**config.mk**
```make
export PLATFORM = sky130hd
export DESIGN_NAME = apb_master_arbiter_flat
export DESIGN_NICKNAME = d
export VERILOG_FILES = /design/src/rtl/apb_master_arbiter_if.sv /design/src/rtl/apb_master_arbiter.sv /design/src/flat_wrapper.sv
export SDC_FILE = /design/constraint.sdc
export NUM_CORES = 1
export LEC_CHECK = 0
export ABC_AREA = 0
export CORE_ASPECT_RATIO = 1.4
export CORE_MARGIN = 3
export CORE_UTILIZATION = 40
export DETAILED_ROUTE_END_ITERATION = 7
export PLACE_DENSITY = 0.81
export SETUP_SLACK_MARGIN = 0.15
export SYNTH_ARGS = -nofsm -noshare
export SYNTH_HDL_FRONTEND = slang
export SYNTH_SLANG_ARGS = --single-unit
```
**constraint.sdc**
```tcl
create_clock -name clock -period 3.02 [get_ports clock]
set_input_delay 0.906 -clock clock [delete_from_list [all_inputs] [get_ports clock]]
set_output_delay 0.906 -clock clock [all_outputs]
set_load 0.01 [all_outputs]
```
**src/rtl/apb_master_arbiter_if.sv**
```systemverilog
// Requester-side and APB-side signals of the two-requester APB master arbiter.
interface apb_master_arbiter_if #(
    parameter int unsigned ADDR_W = 32,
    parameter int unsigned DATA_W = 32
);
    logic              req0,   req1;
    logic [ADDR_W-1:0] addr0,  addr1;
    logic              write0, write1;
    logic [DATA_W-1:0] wdata0, wdata1;
    logic              done0,  done1;
    logic              err0,   err1;
    logic [DATA_W-1:0] rdata0, rdata1;
    logic [ADDR_W-1:0] Paddr;
    logic [DATA_W-1:0] Pwdata;
    logic              Pwrite;
    logic [3:0]        Pselx;
    logic              Penable;
    logic [DATA_W-1:0] Prdata;

    modport master (
        input  req0, req1, addr0, addr1, write0, write1, wdata0, wdata1, Prdata,
        output done0, done1, err0, err1, rdata0, rdata1,
               Paddr, Pwdata, Pwrite, Pselx, Penable
    );

    modport slave (
        output req0, req1, addr0, addr1, write0, write1, wdata0, wdata1, Prdata,
        input  done0, done1, err0, err1, rdata0, rdata1,
               Paddr, Pwdata, Pwrite, Pselx, Penable
    );
endinterface

```
**src/rtl/apb_master_arbiter.sv**
```systemverilog
// Round-robin sharing of one APB master port between two requesters, with
// region/slave decode and the two-cycle SETUP/ACCESS sequence (no Pready).
module apb_master_arbiter #(
    parameter int unsigned ADDR_W = 32,
    parameter int unsigned DATA_W = 32,
    parameter logic [5:0]  REGION = 6'b100000
) (
    input  logic                 clock,
    input  logic                 Hresetn,
    apb_master_arbiter_if.master bus
);
    typedef enum logic [1:0] { IDLE, SETUP, ACCESS } state_t;

    state_t            state;
    logic              last;      // last-served requester; 1 after reset so req0 wins the first tie
    logic              cur;       // requester owning the transfer on the bus

    logic              elig0, elig1;
    logic              win;
    logic [ADDR_W-1:0] win_addr;
    logic [DATA_W-1:0] win_wdata;
    logic              win_write;
    logic              win_valid;
    logic [1:0]        win_sel;
    logic              grant;

    // Eligibility, round-robin pick and region decode for the current cycle.
    always_comb begin
        elig0     = bus.req0 && !bus.done0 && !((state == ACCESS) && !cur);
        elig1     = bus.req1 && !bus.done1 && !((state == ACCESS) &&  cur);
        win       = (elig0 && elig1) ? ~last : elig1;
        win_addr  = win ? bus.addr1  : bus.addr0;
        win_wdata = win ? bus.wdata1 : bus.wdata0;
        win_write = win ? bus.write1 : bus.write0;
        win_valid = (win_addr[ADDR_W-1 -: 6] == REGION);
        win_sel   = win_addr[ADDR_W-7 -: 2];
        // An out-of-region winner is taken only from IDLE, so its error done
        // never lands in the same cycle as the done of an ending ACCESS.
        grant     = (elig0 || elig1) &&
                    ((state == IDLE) || ((state == ACCESS) && win_valid));
    end

    always_ff @(posedge clock) begin
        if (!Hresetn) begin
            state       <= IDLE;
            last        <= 1'b1;
            cur         <= 1'b0;
            bus.Paddr   <= '0;
            bus.Pwdata  <= '0;
            bus.Pwrite  <= 1'b0;
            bus.Pselx   <= '0;
            bus.Penable <= 1'b0;
            bus.done0   <= 1'b0;
            bus.done1   <= 1'b0;
            bus.err0    <= 1'b0;
            bus.err1    <= 1'b0;
            bus.rdata0  <= '0;
            bus.rdata1  <= '0;
        end else begin
            bus.done0 <= 1'b0;
            bus.done1 <= 1'b0;
            bus.err0  <= 1'b0;
            bus.err1  <= 1'b0;

            case (state)
                IDLE: state <= IDLE;
                SETUP: begin
                    bus.Penable <= 1'b1;
                    state       <= ACCESS;
                end
                ACCESS: begin
                    bus.Penable <= 1'b0;
                    bus.Pselx   <= '0;
                    state       <= IDLE;
                    if (cur) begin
                        bus.done1 <= 1'b1;
                        if (!bus.Pwrite) bus.rdata1 <= bus.Prdata;
                    end else begin
                        bus.done0 <= 1'b1;
                        if (!bus.Pwrite) bus.rdata0 <= bus.Prdata;
                    end
                end
                default: state <= IDLE;
            endcase

            // A new grant overrides the bus-idle values set above.
            if (grant) begin
                last <= win;
                if (win_valid) begin
                    cur         <= win;
                    state       <= SETUP;
                    bus.Paddr   <= win_addr;
                    bus.Pwdata  <= win_wdata;
                    bus.Pwrite  <= win_write;
                    bus.Pselx   <= 4'(4'b0001 << win_sel);
                    bus.Penable <= 1'b0;
                end else if (win) begin
                    bus.done1  <= 1'b1;
                    bus.err1   <= 1'b1;
                    bus.rdata1 <= '0;
                end else begin
                    bus.done0  <= 1'b1;
                    bus.err0   <= 1'b1;
                    bus.rdata0 <= '0;
                end
            end
        end
    end
endmodule

```
**src/flat_wrapper.sv**
```systemverilog
// flat-port wrapper written by rule: the top's interface ports become plain ports
module apb_master_arbiter_flat 
#(
    parameter int unsigned ADDR_W = 32,
    parameter int unsigned DATA_W = 32,
    parameter logic [5:0]  REGION = 6'b100000
)
  (clock, Hresetn, bus_req0, bus_req1, bus_addr0, bus_addr1, bus_write0, bus_write1, bus_wdata0, bus_wdata1, bus_Prdata, bus_done0, bus_done1, bus_err0, bus_err1, bus_rdata0, bus_rdata1, bus_Paddr, bus_Pwdata, bus_Pwrite, bus_Pselx, bus_Penable);
  apb_master_arbiter_if #(.ADDR_W(ADDR_W), .DATA_W(DATA_W)) bus_i ();
  input  logic clock;
  input  logic Hresetn;
  input wire logic [$bits(bus_i.req0)-1:0] bus_req0;
  input wire logic [$bits(bus_i.req1)-1:0] bus_req1;
  input wire logic [$bits(bus_i.addr0)-1:0] bus_addr0;
  input wire logic [$bits(bus_i.addr1)-1:0] bus_addr1;
  input wire logic [$bits(bus_i.write0)-1:0] bus_write0;
  input wire logic [$bits(bus_i.write1)-1:0] bus_write1;
  input wire logic [$bits(bus_i.wdata0)-1:0] bus_wdata0;
  input wire logic [$bits(bus_i.wdata1)-1:0] bus_wdata1;
  input wire logic [$bits(bus_i.Prdata)-1:0] bus_Prdata;
  output wire logic [$bits(bus_i.done0)-1:0] bus_done0;
  output wire logic [$bits(bus_i.done1)-1:0] bus_done1;
  output wire logic [$bits(bus_i.err0)-1:0] bus_err0;
  output wire logic [$bits(bus_i.err1)-1:0] bus_err1;
  output wire logic [$bits(bus_i.rdata0)-1:0] bus_rdata0;
  output wire logic [$bits(bus_i.rdata1)-1:0] bus_rdata1;
  output wire logic [$bits(bus_i.Paddr)-1:0] bus_Paddr;
  output wire logic [$bits(bus_i.Pwdata)-1:0] bus_Pwdata;
  output wire logic [$bits(bus_i.Pwrite)-1:0] bus_Pwrite;
  output wire logic [$bits(bus_i.Pselx)-1:0] bus_Pselx;
  output wire logic [$bits(bus_i.Penable)-1:0] bus_Penable;
  assign bus_i.req0 = bus_req0;
  assign bus_i.req1 = bus_req1;
  assign bus_i.addr0 = bus_addr0;
  assign bus_i.addr1 = bus_addr1;
  assign bus_i.write0 = bus_write0;
  assign bus_i.write1 = bus_write1;
  assign bus_i.wdata0 = bus_wdata0;
  assign bus_i.wdata1 = bus_wdata1;
  assign bus_i.Prdata = bus_Prdata;
  assign bus_done0 = bus_i.done0;
  assign bus_done1 = bus_i.done1;
  assign bus_err0 = bus_i.err0;
  assign bus_err1 = bus_i.err1;
  assign bus_rdata0 = bus_i.rdata0;
  assign bus_rdata1 = bus_i.rdata1;
  assign bus_Paddr = bus_i.Paddr;
  assign bus_Pwdata = bus_i.Pwdata;
  assign bus_Pwrite = bus_i.Pwrite;
  assign bus_Pselx = bus_i.Pselx;
  assign bus_Penable = bus_i.Penable;
  apb_master_arbiter #(.ADDR_W(ADDR_W), .DATA_W(DATA_W), .REGION(REGION)) u_core (.clock(clock), .Hresetn(Hresetn), .bus(bus_i));
endmodule
```
## Yosys cells after proc, flatten, opt, wreduce, memory -nomap -nowiden

Cells that the tools add are included.

- Flip-flop bits (word level): 142
- Input bits: 166
- Output and inout port bits: 138
- Logic and storage cells: 77

- Equality and inequality tests: 3
- Shift-type cells: 1
- Mux-type cells: 37
- Bitwise gates (word level): 3
- Reductions and logical operators: 19

Operator list:

| operator | count |
|---|---|
| $mux W32 | 14 |
| $mux W1 | 16 |
| $mux W4 | 3 |
| $logic_and A1 B1 Y1 | 9 |
| $eq A6 B6 Y1 const B | 1 |
| $mux W2 | 3 |
| $logic_not A1 Y1 | 5 |
| $shl A1 B2 Y4 const A | 1 |
| $not A1 Y1 | 3 |
| $reduce_or A3 Y1 | 1 |
| $eq A2 B1 Y1 const B | 1 |
| $eq A2 B2 Y1 const B | 1 |
| $logic_not A2 Y1 | 1 |
| $logic_or A1 B1 Y1 | 2 |
| $pmux W1 S2 | 1 |
| $reduce_and A2 Y1 | 1 |

## Logic depth before layout (Yosys ltp)

- Word-level depth: 13
- Mapped depth: 11
- Depth with buffers taken out: 7

## Worst setup path after synthesis

No wires, ideal clock.

- Path kind: input-to-reg
- Start point: in bus_req1
- End point: reg u_core.bus.Pwrite
- Library setup time: 116 ps
- Data arrival time: 2,186 ps
- Required time: 2,904 ps
- Slack: 718 ps
- Stages on the path: 8
- Path through: nor2b_1 > nand3_1 > buf_6 > mux2i_4 > and2_4 > buf_6 > buf_6 > o211a_1

- Word-level cells in the longest chain between the ends: 10
- Elaborated cells on any way between the ends: 12

RTL lines:

| item | RTL line | source |
|---|---|---|
| from (decl) | flat_wrapper.sv:13 | `input wire logic [$bits(bus_i.req1)-1:0] bus_req1;` |
| $logic_and A1 B1 Y1 (*) (2 in a row) | apb_master_arbiter.sv:30 | `elig1 = bus.req1 && !bus.done1 && !((state == ACCESS) && cur);` |
| $logic_and A1 B1 Y1 | apb_master_arbiter.sv:31 | `win = (elig0 && elig1) ? ~last : elig1;` |
| $mux W1 | apb_master_arbiter.sv:31 |  |
| $mux W32 | apb_master_arbiter.sv:32 | `win_addr = win ? bus.addr1 : bus.addr0;` |
| $eq A6 B6 Y1 | apb_master_arbiter.sv:35 | `win_valid = (win_addr[ADDR_W-1 -: 6] == REGION);` |
| $logic_and A1 B1 Y1 | apb_master_arbiter.sv:40 | `((state == IDLE) \|\| ((state == ACCESS) && win_valid));` |
| $logic_or A1 B1 Y1 | apb_master_arbiter.sv:40 |  |
| $logic_and A1 B1 Y1 | apb_master_arbiter.sv:39 | `grant = (elig0 \|\| elig1) &&` |
| $reduce_and A2 Y1 (no line) | - |  |
| to (signal assigned) | apb_master_arbiter.sv:94 | `bus.Pwrite <= win_write;` |
| to (decl) | apb_master_arbiter_if.sv:23 | `Paddr, Pwdata, Pwrite, Pselx, Penable` |

Mark *: on every way between the ends. The rest lies on a longest branch, timed or not.
A chain may end at the register's enable or synchronous reset.

## Final worst setup path

- Start point: in bus_req0
- End point: reg u_core.bus.Paddr[28] (netlist name)

- Word-level cells in the longest chain between the ends: 10
- Elaborated cells on any way between the ends: 11

RTL lines:

| item | RTL line | source |
|---|---|---|
| from (decl) | flat_wrapper.sv:12 | `input wire logic [$bits(bus_i.req0)-1:0] bus_req0;` |
| $logic_and A1 B1 Y1 (*) (2 in a row) | apb_master_arbiter.sv:29 | `elig0 = bus.req0 && !bus.done0 && !((state == ACCESS) && !cur);` |
| $logic_and A1 B1 Y1 | apb_master_arbiter.sv:31 |  |
| $mux W1 | apb_master_arbiter.sv:31 |  |
| $mux W32 | apb_master_arbiter.sv:32 |  |
| $eq A6 B6 Y1 | apb_master_arbiter.sv:35 |  |
| $logic_and A1 B1 Y1 | apb_master_arbiter.sv:40 |  |
| $logic_or A1 B1 Y1 | apb_master_arbiter.sv:40 |  |
| $logic_and A1 B1 Y1 | apb_master_arbiter.sv:39 |  |
| $reduce_and A2 Y1 (no line) | - |  |
| to (signal assigned) | apb_master_arbiter.sv:92 | `bus.Paddr <= win_addr;` |
| to (decl) | apb_master_arbiter_if.sv:23 |  |

Marks and branches as above.

==> results by group <==
Run status
  • Status: finished clean

Logic synthesis
  • Mapped Cells: 706
  • Number of synthesized flops with an enable pin: 0
  • Asr flop ratio synth: 0%
  • Seq/Total Area, Yosys: 48.5%
  • Seq cells post-synth: between 100 and 150
  • Net Count, Synth: 875
  • Yosys cell types: 36
  • Synthesized area per cell: between 8 and 9 µm²
  • Top FF cell, synth: dfxtp_1
  • Mapped cell area: 5860 µm²
  • Warning count from the yosys run: 0

Place
  • Gp weighted congestion: 0.848
  • Cells after DPL: 1152
  • Port Buf Inserts: around 300
  • Post-Place Cell Area: ~9000 µm²
  • DP HPWL: 13900 µm

Drt
  • Drt pass-1 iters: 5
  • Routed Antenna Nets: 0
  • Highest metal used: met4
  • Metal2 WL: 10000 µm
  • Wire per inst: 16.3 µm
  • DR DRC count: 0
  • Via count: 6048
  • Initial drt markers: 272
  • Drt total wl: 19300 µm
  • Wire length on met3: approximately 1800 µm
  • Wl on met1: 7250 µm
  • Via density per instance: 5.11

Setup path
  • Crit-path slowest cell: clkdlybuf4s50_1
  • Cells on worst reg2reg path: 8
  • Worst reg2reg startpoint: u_core.state[0]
  • Crit path DAT: 2840 ps
  • Critical Path, Cell by Cell: clkdlybuf4s50_1, nand4bb_1, nand3_2, mux2i_4, buf_4, nand2_1, and3_1
  • Worst Path Required: 3320 ps
  • Critical path depth: 7
  • CP delay by family, top: simple AND/OR/NAND/NOR gates
  • Buf+Inv Stages, Crit Path: 2
  • Worst setup startpoint: bus_req0
  • Critical Path Max Stage Delay: 480 ps
  • Crit path to: u_core.bus.Paddr[28]
  • R2R Setup Slk: just over 600 ps
  • Reg-to-reg endpoint: u_core.bus.Paddr[28]
  • Worst Path Max Fanout: 16
  • Critical Path Start Type: input pin
  • Critical path type: input pin to register
  • Crit. End Element: register

STA
  • Slew Limit Headroom: 56.4%
  • Final setup viols: 0
  • Hold Fails Final Rpt: 0
  • Worst Skew: a little under 8 ps
  • Setup TNS: 0 ps
  • Crit path time final: around 2500 ps
  • Final Max Tran Viols: 0
  • Unrepaired setup endpoints after global routing: no
  • Final worst-path cycle share: 84.0%
  • Worst slew pin tran: 655 ps
  • Hold_ws: 452 ps
  • Fmax: ~0.39 GHz

Power and ir drop
  • Worst VDD drop: 0.000266 V
  • Switching Fraction: 25.7%
  • Logic gate share of total power: between 10% and 20%
  • Switching pwr: 1.13 mW
  • Total power per unit cell area: 456 nW/µm²
  • Clock power frac: 44.7%
  • Pleak: about 4.2 nW
  • Cell Int Power: 3.27 mW
  • Power share of the sequential group: 43.1%
  • Total power: 4.40 mW

Global routing
  • Initial antenna violation count: 0
  • Remaining global-route overflow: 0
  • Vias in the first global route: a little over 6k
  • Largest net degree at the start of global routing: between 60 and 70
  • First-pass GRT wire length: 30400 µm
  • GR Util All Layers: 23.6%

Clocking
  • Worst-path clk slew: around 60 ps
  • CTS resizes: 0
  • Root Driver: clkbuf_16
  • Inserted Clock Buffers: 17
  • CTS tree: built
  • Post-CTS setup buffer count: 0
  • CTS Buffer Depth: 2
  • Hold-fix buffers at CTS: 0
  • Clk Latency, worst-skew pair: slightly above 400 ps
  • # H-tree levels: 4
  • CTS sink cnt: between 100 and 150

Floorplan
  • Number of top-level pins: 304
  • Die width: around 110 µm
  • Initial Utilization: 41.6%
  • Die H: around 150 µm
  • Core area: 14100 µm²
  • Row count: 51
  • Full die area: 16200 µm²

Worst hold path
  • Hold crit path type: register to register
  • Hold Path Depth: 2

Layout
  • Fin area: 9650 µm²
  • Syn-to-layout area delta: 64.6%
  • Fraction of layout cells with a size suffix above 1: 6.31%
  • Diodes inserted: 0
  • Commonest non-fill, non-tap cell in the layout: clkdlybuf4s50_1
  • Nets: ~1.2k
  • Most frequent cells in the layout: 302 x clkdlybuf4s50_1, 252 x nand2_1, 142 x dfxtp_1, 64 x a21oi_1, 59 x o211a_1
  • Non-Filler Instances: 1184

Run
  • Max-Cap Viols: 0
flip-flops by register name, summed over array words and instances (netlist names):
name                flops
u_core.bus.Penable      1
u_core.state            2
u_core.bus.err0         1
u_core.bus.Pwrite       1
u_core.bus.err1         1
u_core.bus.done0        1
u_core.bus.Pselx        4
u_core.bus.Pwdata      32
u_core.bus.done1        1
u_core.bus.rdata1      32
u_core.cur              1
u_core.bus.Paddr       32
u_core.last             1
u_core.bus.rdata0      32
synth_stat cells (2+ instances only):
cell      count  area share [%]
nand2_1     252              16
dfxtp_1     142              48
a21oi_1      64             5.5
o211a_1      59              10
nand4_1      57             6.1
clkbuf_1     47             3.0
and3_1        9            0.96
buf_6         9             1.7
buf_2         7            0.60
nand3_1       7            0.60
mux2i_1       6             1.0
o21ai_0       5            0.43
inv_1         4            0.26
nor2_1        4            0.26
and2_1        3            0.32
ha_1          3            0.64
nand2b_1      3            0.32
nand3b_1      3            0.38
nor2b_1       2            0.21
nor3b_1       2            0.26
nor4_1        2            0.21
o21a_1        2            0.26
worst reg2reg max path: cells and delay by family, from the launching register on:
kind	cells	cell delay (ps)
flip-flops	1	340
adder cells (fa/ha/maj)	1	310
multiplexers	1	340
AND/OR/NAND/NOR	4	970
buffers and inverters	2	350
worst min path at each step:
stage                                     start                     to  slack (ps)
after floorplan                     u_core.last            u_core.last         450
after global placement     u_core.bus.rdata0[2]   u_core.bus.rdata0[2]         440
after detailed placement  u_core.bus.rdata1[12]  u_core.bus.rdata1[12]         450
after CTS                  u_core.bus.rdata1[1]   u_core.bus.rdata1[1]         450
after global routing      u_core.bus.rdata1[28]  u_core.bus.rdata1[28]         470
final                     u_core.bus.rdata1[12]  u_core.bus.rdata1[12]         450
power by group through the flow:
stage | combinational (mW) | sequential, mW | clock, mW
floorplan | 0.197 | 1.94 | 0
global placement | 0.530 | 1.94 | 0
detailed placement | 0.533 | 1.94 | 0
CTS | 0.536 | 1.90 | 2.00
global route | 0.580 | 1.90 | 2.08
finish | 0.537 | 1.90 | 1.97
cells by family (layout without fill, tap and decap cells):
kind of cell / after synthesis / after routing / synth area share, %
and+or+nand+nor: 347 / 347 / 26.2
DFF: 142 / 142 / 48.5
AOI/OAI and AO/OA: 139 / 139 / 17.5
buffers and inverters: 67 / 360 / 5.59
muxes: 8 / 8 / 1.60
adders and majority gates: 3 / 3 / 0.640
cell type report:
cell class,instances,area (µm²)
Sequential cell,142,2840
Tap cell,185,231
Clock buffer,18,429
Multi-Input combinational cell,497,2710
Clock inverter,14,126
Timing Repair Buffer,324,3300
Inverter,4,15.0
Fill cell,1186,4450
through the flow:
step,worst slack [ps],util (%)
after floorplan,718,-
after global routing,370,68.4
final,484,68.4
after detailed placement,75.4,64.5
after global placement,118,64.5
after CTS,504,68.4
layer usage:
| metal | up-vias | track usage [%] |
|---|---|---|
| met1 | 2814 | 25.8 |
| met3 | 14 | 9.40 |
| met5 | - | 0 |
| li1 | 2996 | - |
| met2 | 224 | 42.2 |
| met4 | 0 | 6.06 |
Power figures use the tool's default switching activity.
